## src/rtl/reg_pipe_pkg.sv

```systemverilog
// rtl/reg_pipe_pkg.sv - shared constants and sizing helper for the register pipeline
package reg_pipe_pkg;

    localparam int DEFAULT_RESET_VAL = 0;

    // Occupancy must represent 0..depth inclusive.
    function automatic int occ_width(input int depth);
        return $clog2(depth + 1);
    endfunction

endpackage

```

## src/rtl/reg_pipe_stage.sv

```systemverilog
// rtl/reg_pipe_stage.sv - one elastic stage: valid bit plus data register
module reg_pipe_stage
#(
    parameter int               WIDTH     = 8,
    parameter logic [WIDTH-1:0] RESET_VAL = '0
)
(
    input  logic             clk,
    input  logic             async_reset,
    input  logic             sync_reset,
    input  logic             up_valid,
    input  logic [WIDTH-1:0] up_data,
    input  logic             rdy,
    output logic             v,
    output logic [WIDTH-1:0] d
);

    // A ready stage always takes the upstream valid bit, so an empty
    // upstream slot propagates forward as a bubble that later words fill.
    always_ff @(posedge clk or posedge async_reset) begin
        if (async_reset) begin
            v <= 1'b0;
            d <= RESET_VAL;
        end else if (sync_reset) begin
            v <= 1'b0;
            d <= RESET_VAL;
        end else if (rdy) begin
            v <= up_valid;
            if (up_valid) begin
                d <= up_data;
            end
        end
    end

endmodule

```

## src/rtl/reg_pipe.sv

```systemverilog
// rtl/reg_pipe.sv - elastic valid/ready register pipeline with flush and occupancy count
module reg_pipe
    import reg_pipe_pkg::*;
#(
    parameter int               WIDTH     = 8,
    parameter int               DEPTH     = 4,
    parameter logic [WIDTH-1:0] RESET_VAL = WIDTH'(DEFAULT_RESET_VAL)
)
(
    input  logic                         clk,
    input  logic                         async_reset,
    input  logic                         sync_reset,
    input  logic                         in_valid,
    output logic                         in_ready,
    input  logic [WIDTH-1:0]             in_data,
    output logic                         out_valid,
    input  logic                         out_ready,
    output logic [WIDTH-1:0]             out_data,
    output logic [occ_width(DEPTH)-1:0]  occupancy
);

    localparam int OCC_W = occ_width(DEPTH);

    logic [DEPTH-1:0] v;
    logic [DEPTH-1:0] rdy;
    logic [WIDTH-1:0] d [DEPTH];
    logic             in_fire;
    logic             out_fire;

    // Ready ripples from the output end back to the input end.
    always_comb begin
        rdy = '0;
        rdy[DEPTH-1] = !v[DEPTH-1] | out_ready;
        for (int i = DEPTH - 2; i >= 0; i--) begin
            rdy[i] = !v[i] | rdy[i+1];
        end
    end

    generate
        for (genvar i = 0; i < DEPTH; i++) begin : g_stage
            logic             up_valid;
            logic [WIDTH-1:0] up_data;
            if (i == 0) begin : g_head
                assign up_valid = in_valid;
                assign up_data  = in_data;
            end else begin : g_body
                assign up_valid = v[i-1];
                assign up_data  = d[i-1];
            end
            reg_pipe_stage #(
                .WIDTH     (WIDTH),
                .RESET_VAL (RESET_VAL)
            ) u_stage (
                .clk         (clk),
                .async_reset (async_reset),
                .sync_reset  (sync_reset),
                .up_valid    (up_valid),
                .up_data     (up_data),
                .rdy         (rdy[i]),
                .v           (v[i]),
                .d           (d[i])
            );
        end
    endgenerate

    assign in_ready  = rdy[0] & !sync_reset;
    assign out_valid = v[DEPTH-1] & !sync_reset;
    assign out_data  = d[DEPTH-1];
    assign in_fire   = in_valid & in_ready;
    assign out_fire  = out_valid & out_ready;

    always_ff @(posedge clk or posedge async_reset) begin
        if (async_reset) begin
            occupancy <= '0;
        end else if (sync_reset) begin
            occupancy <= '0;
        end else if (in_fire && !out_fire) begin
            occupancy <= occupancy + OCC_W'(1);
        end else if (out_fire && !in_fire) begin
            occupancy <= occupancy - OCC_W'(1);
        end
    end

endmodule

```

## config.mk

```make
export PLATFORM = sky130hd
export DESIGN_NAME = reg_pipe
export DESIGN_NICKNAME = d
export VERILOG_FILES = /design/src/rtl/reg_pipe_pkg.sv /design/src/rtl/reg_pipe_stage.sv /design/src/rtl/reg_pipe.sv
export SDC_FILE = /design/constraint.sdc
export NUM_CORES = 1
export LEC_CHECK = 0
export ABC_CLOCK_PERIOD_IN_PS = 2300
export BUFFER_PORTS_ARGS = -buffer_cell sky130_fd_sc_hd__buf_2
export CORE_UTILIZATION = 49
export DETAILED_ROUTE_END_ITERATION = 8
export HOLD_SLACK_MARGIN = 0.03
export PLACE_DENSITY = 0.73
export SKIP_CTS_REPAIR_TIMING = 1
export SLEW_MARGIN = 20
export SYNTH_ARGS = -nofsm -noshare
export SYNTH_HDL_FRONTEND = slang
export SYNTH_SLANG_ARGS = --single-unit
```

## constraint.sdc

```tcl
create_clock -name clk -period 2.3 [get_ports clk]
set_input_delay 0.115 -clock clk [delete_from_list [all_inputs] [get_ports clk]]
set_output_delay 0.115 -clock clk [all_outputs]
set_load 0.03 [all_outputs]
```

# Yosys cells after proc, flatten, opt, wreduce, memory -nomap -nowiden
# Index checks and enable logic that the tools add are counted.
[classes] n_addsub=2 n_mul=0 div_mod_pow=0 n_lt_le_gt_ge=0 n_eq_ne=0 shifts=0 mux=23 bitwise=8 reduce_logical=22
[op_table] operator="$mux W8" count=12
[op_table] operator="$reduce_bool A2 Y1" count=8
[op_table] operator="$mux W3" count=3
[op_table] operator="$mux W1" count=8
[op_table] operator="$reduce_and A2 Y1" count=4
[op_table] operator="$logic_not A1 Y1" count=7
[op_table] operator="$and A1 B1 Y1" count=4
[op_table] operator="$or A1 B1 Y1" count=4
[op_table] operator="$add A3 B1 Y3 const B" count=1
[op_table] operator="$reduce_bool A3 Y1" count=1
[op_table] operator="$sub A3 B1 Y3 const B" count=1
[op_table] operator="$logic_and A1 B1 Y1" count=2
[word_totals] reg_bits=39 latch_bits=0 ramBits=0 romBits=0 mem_count=0

# Logic depth before layout (Yosys ltp)
[depth] word_depth=12 depth_mapped=8 ltp_nobuf=7

# By module
# Synthesis repeated with hierarchy kept, for this count alone.
[unflattened] hier_cells=197 area_unflattened_um2=2088.3
[modules_own_cells] module="reg_pipe_stage" n_inst=4 cells_per_inst=41 area_per_inst_um2=455.4 seq_area_each_um2=225.2
[modules_own_cells] module="reg_pipe" n_inst=1 cells_per_inst=33 area_per_inst_um2=266.5 seq_area_each_um2=75.1

# Least setup slack after synthesis
# No wires, ideal clock.
[synth_timing] kind="reg2reg" start="reg g_stage[1].u_stage.v" end="reg occupancy[2]" arrival_time_ps=2112 path_slack_ps=64 stages_incl_launch_ff=9 n_path_buf=1 period_less_slack_ps=2236 cell_sequence="dfrtp_1 nand3_1 o21a_1 buf_2 and2_1 fa_1 and4b_1 a211oi_1 mux2_2"
[synth_via] elab_chain_cells=8
[synth_lines] element="start: declaration" line="reg_pipe_stage.sv:14" source="output logic v,"
[synth_lines] element="start signal: assignment" line="reg_pipe_stage.sv:28" source="v <= up_valid;"
[synth_lines] element="$logic_not A1 Y1 (*)" line="reg_pipe.sv:35" source="rdy[i] = !v[i] | rdy[i+1];"
[synth_lines] element="$or A1 B1 Y1 (*) (2 in series)" line="reg_pipe.sv:35"
[synth_lines] element="$and A1 B1 Y1 (*)" line="reg_pipe.sv:66" source="assign in_ready = rdy[0] & !sync_reset;"
[synth_lines] element="$and A1 B1 Y1 (*)" line="reg_pipe.sv:69" source="assign in_fire = in_valid & in_ready;"
[synth_lines] element="$logic_and A1 B1 Y1 or $logic_not A1 Y1 (tied branches)" line="reg_pipe.sv:77, reg_pipe.sv:79"
[synth_lines] element="$mux W3 or $logic_and A1 B1 Y1 (tied branches)" line="reg_pipe.sv:77, reg_pipe.sv:79"
[synth_lines] element="$mux W3 or $reduce_bool A3 Y1 (tied branches)"
[synth_lines] element="end signal: assignment" line="reg_pipe.sv:78" source="occupancy <= occupancy + OCC_W'(1);"
[synth_lines] element="end signal: assignment" line="reg_pipe.sv:80" source="occupancy <= occupancy - OCC_W'(1);"
[synth_lines] element="end: declaration" line="reg_pipe.sv:19" source="output logic [occ_width(DEPTH)-1:0] occupancy"
# Mark *: on every way between the ends. The rest lies on a longest branch, timed or not.
# A chain may end at the register's enable or synchronous reset.

# Worst setup path after layout
[layout_timing] start="reg g_stage[0].u_stage.v" end="reg occupancy[2]"
[layout_via] elab_chain_cells=7
[layout_lines] element="start: declaration" line="reg_pipe_stage.sv:14"
[layout_lines] element="start signal: assignment" line="reg_pipe_stage.sv:28"
[layout_lines] element="$logic_not A1 Y1 (*)" line="reg_pipe.sv:35"
[layout_lines] element="$or A1 B1 Y1 (*)" line="reg_pipe.sv:35"
[layout_lines] element="$and A1 B1 Y1 (*)" line="reg_pipe.sv:66"
[layout_lines] element="$and A1 B1 Y1 (*)" line="reg_pipe.sv:69"
[layout_lines] element="$logic_and A1 B1 Y1 or $logic_not A1 Y1 (tied branches)" line="reg_pipe.sv:77, reg_pipe.sv:79"
[layout_lines] element="$mux W3 or $logic_and A1 B1 Y1 (tied branches)" line="reg_pipe.sv:77, reg_pipe.sv:79"
[layout_lines] element="$mux W3 or $reduce_bool A3 Y1 (tied branches)"
# Marks and branches as above.

==> results by stage <==
Global routing:
- Global routing used 5.15% of the available met3 tracks.
- Global routing consumed, over all layers together, 18.8% of the routing resources.
- The via count of the first global-routing pass came to 1229.
- The layer flagged by global routing as most heavily used is met2.
- The wire length of the first global-routing pass is 5.63 mm.
- The sum of overflow across all layers after global routing is 0.
- Global routing used 24.1% of the available met1 tracks.
- The number of antenna violations at the first check in global routing was 0.
- The met2 routing resource usage after global routing is 30.9%.
- Entering global routing, the biggest net connects 41 pins.

Yosys:
- The proportion of netlist area held by the largest area contributor is 55.1%.
- The leading register cell type out of synthesis is dfrtp_1.
- After synthesis, the share of flip-flops with an asynchronous set or reset is 100%.
- The cell type with the highest aggregate area in the netlist is dfrtp_1.
- In the post-synthesis netlist, the biggest area contributors are dfrtp_1, a22o_1, nand2b_1, mux2i_1, a21oi_1.
- In this run the cell area of the synthesized design comes to 0.00177 mm^2.
- The Yosys step of the flow raised 0 warnings.
- Each instance of the synthesized netlist takes up on average 11.5 um^2.
- The count of state elements after synthesis is 39.
- Counting every net in the synthesized netlist gives 168.
- In this run, synthesis inferred 0 flip-flops with an integrated enable.
- Synthesis produced a netlist whose cell count is 154.
- After synthesis, flip-flops and latches occupy 55.1% of the total area.
- Synthesis instantiated 29 different standard cells from the library.

Routing:
- Dividing the detail-routed wire length by the instance count gives 13.6 um.
- The post-detailed-route DRC marker count is 0.
- The number of DRC violations after detailed-routing iteration 0 is 51.
- The total detailed-routing wirelength is 3.16 mm.
- The first detailed-routing pass took 4 iterations.
- The detail route stage leaves a number of antenna-violating nets equal to 0.
- The routed via count is 1235.
- The detail-routed via count per cell is 5.32.

Placement:
- The HPWL after detailed placement is 2.26 mm.
- At the end of routability-driven placement, the weighted congestion stood at 0.805.
- The count of port buffers added during placement is 25.
- Before CTS, the worst setup slack after placement is 0.133 ns.

Clock tree:
- The sink count of the clock tree is 39.
- The clock-pin slew on the worst setup and hold paths is 0.11 ns.
- Buffers inserted during clock tree synthesis total 5.
- Counting along the longest clock path gives a buffer depth of 2.
- For the worst-skew pair, the clock arrives at the later sink with an insertion delay of 0.34 ns.
- TritonCTS built the clock tree.
- The number of H-tree levels is 2.
- The clock tree root buffer cell is clkbuf_4.

Timing:
- The final critical path time including I/O delays and setup is 2.19 ns.
- The worst path uses 95.0% of the clock period.
- The summed negative setup slack over all endpoints is 0 ns.
- For the pin with the worst max-slew slack, the measured transition is 0.464 ns.
- In the post-route analysis, the smallest setup slack over all paths is 0.115 ns.
- The setup clock skew after layout is 0.0114 ns.
- The number of setup violations in the final report is 0.
- The number of max-slew violations in the final report came to 0.
- The peak clock frequency supported by timing is 0.458 GHz.
- The number of hold violations in the final report was 0.
- Setup repair after global routing left no endpoint under its margin.
- Measured against its own limit, the worst slew margin works out to 69.1%.

Job:
- Across the run, the number of max-cap violations was 0.

Setup path:
- The critical-path cell with the highest stage delay is dfrtp_1.
- In this run the worst path has a maximum fanout of 3.
- The classification of the worst setup path is reg -> reg.
- The largest single stage delay on the critical path is 0.40 ns.
- The startpoint class of the critical path is a register.
- STA classifies the critical path endpoint as a register.
- STA puts the critical path data arrival time at 2.41 ns.
- The endpoint required time on the critical path is 2.52 ns.
- The critical path goes through nand3_1 -> o21a_1 -> and2_1 -> fa_1 -> and4b_1 -> a211oi_1 -> mux2_2.

Floorplan:
- The I/O pin count is 26.
- Measured along the y axis, the die boundary spans 62.1 um.
- Once the floorplan was initialized, standard cells occupied 52.2% of the core.
- The width of the die is 62.1 um.
- The total die area is 0.00386 mm^2.
- The floorplan step defined a core boundary enclosing 0.00339 mm^2.
- The row count is 21.

Outcome:
- The run finished with clean final reports.

Final layout:
- The ratio of cells with drive above 1 in the final layout is 25.3%.
- For this run, the post-layout net count is 201.
- The number of antenna cells inserted is 0.
- The signed area change from the synthesized netlist to the final layout is 14.4%.

Power and ir drop:
- In this run the static leakage power is 0.989 nW.
- The power per cell area is 585 mW/mm^2.
- Across the VDD grid, the largest voltage drop is 0.346 mV.

Hold path:
- The path class of the lowest-slack min-delay path is in -> reg.
## Yosys cell counts (all sizes together), types with 2 or more instances
cell type / instances
a22o: 16
clkbuf: 3
buf: 5
nor3b: 4
nor2b: 2
mux2i: 8
nor2: 7
o21ai: 8
a21oi: 15
mux2: 3
inv: 6
nand3: 9
nand2b: 17
dfrtp: 39
## cells by family (layout without fill, tap and decap cells)
kind of cell | Yosys count | count (layout) | share of synthesized area, %
AND/OR/NAND/NOR | 46 | 46 | 17.2
AO/OA/AOI/OAI | 43 | 43 | 16.7
flip-flops | 39 | 39 | 55.1
buffers and inverters | 14 | 46 | 3.46
multiplexers | 11 | 11 | 6.43
adder cells (fa/ha/maj) | 1 | 1 | 1.13
## state kept, by name, indices dropped and copies added, names as in the netlist
name and flops:
g_stage.u_stage.d 32, occupancy 3, g_stage.u_stage.v 4
## layer usage
| metal | vias up | share of wire [%] | wire, um |
|---|---|---|---|
| met5 | - | 0 | 0 |
| met4 | 0 | 0.92 | 29 |
| met3 | 4 | 3.1 | 97 |
| met2 | 22 | 50 | 1570 |
| met1 | 596 | 46 | 1460 |
| li1 | 613 | - | - |
## cell type report
class | instances | area [um^2]
fill | 303 | 1360
sequential | 39 | 976
multi-input combinational | 101 | 733
timing repair buffer | 34 | 195
tap | 46 | 57.6
clock buffer | 6 | 41.3
inverter | 6 | 22.5
## worst paths after layout
check / start / to / slack [ns] / cells past startpoint
setup / recovery: g_stage[0].u_stage.v / occupancy[2] / 0.11 / 7
hold / removal: in_data[7] / g_stage[0].u_stage.d[7] / 0.02 / 3
setup reg to reg: g_stage[0].u_stage.v / occupancy[2] / 0.11 / 7
hold reg to reg: g_stage[0].u_stage.d[7] / g_stage[1].u_stage.d[7] / 0.50 / 1
max in group asynchronous: async_reset / g_stage[2].u_stage.d[7] / 1.55 / 4
min in group asynchronous: async_reset / g_stage[3].u_stage.d[7] / 0.42 / 4
## power breakdown
| part | internal [mW] | leakage [nW] | switching [mW] |
|---|---|---|---|
| sequential | 0.708 | 0.534 | 0.0138 |
| combinational | 0.0628 | 0.432 | 0.0939 |
| clock | 0.109 | 0.0242 | 0.197 |
| total | 0.879 | 0.989 | 0.305 |
## critical path: cells and delay by family, from the launching register on
kind	cells	cell delay (ns)
simple gates	3	0.49
fa+ha+maj	1	0.39
mux	1	0.37
compound gates	2	0.41
flops	1	0.40
## metrics by stage
| step | power (mW) | hold slack [ns] | util (%) | std cells | cell area (um^2) |
|---|---|---|---|---|---|
| 2_1_floorplan | 0.840 | 0.263 | - | 154 | 1770 |
| 3_3_place_gp | 0.884 | 0.240 | 58.0 | 224 | 1970 |
| 3_5_place_dp | 0.890 | 0.250 | 58.0 | 224 | 1970 |
| 4_1_cts | 1.19 | -0.126 | 59.2 | 230 | 2010 |
| 5_1_grt | 1.25 | 0.0305 | 59.8 | 232 | 2030 |
| 6_report | 1.18 | 0.0249 | 59.8 | 232 | 2030 |
## cell usage in the layout (no fill, tap or decap), types with 2 or more instances in the layout
cell type,n
dfrtp_1,39
buf_2,25
nand2b_1,17
a22o_1,16
a21oi_1,13
nand3_1,9
mux2i_1,8
o21ai_0,8
buf_4,8
nor2_1,7
inv_1,6
clkbuf_4,5
mux2_2,3
a21oi_2,2
nor3b_4,2
nor2b_1,2
nor3b_1,2
Power figures use the tool's default switching activity.
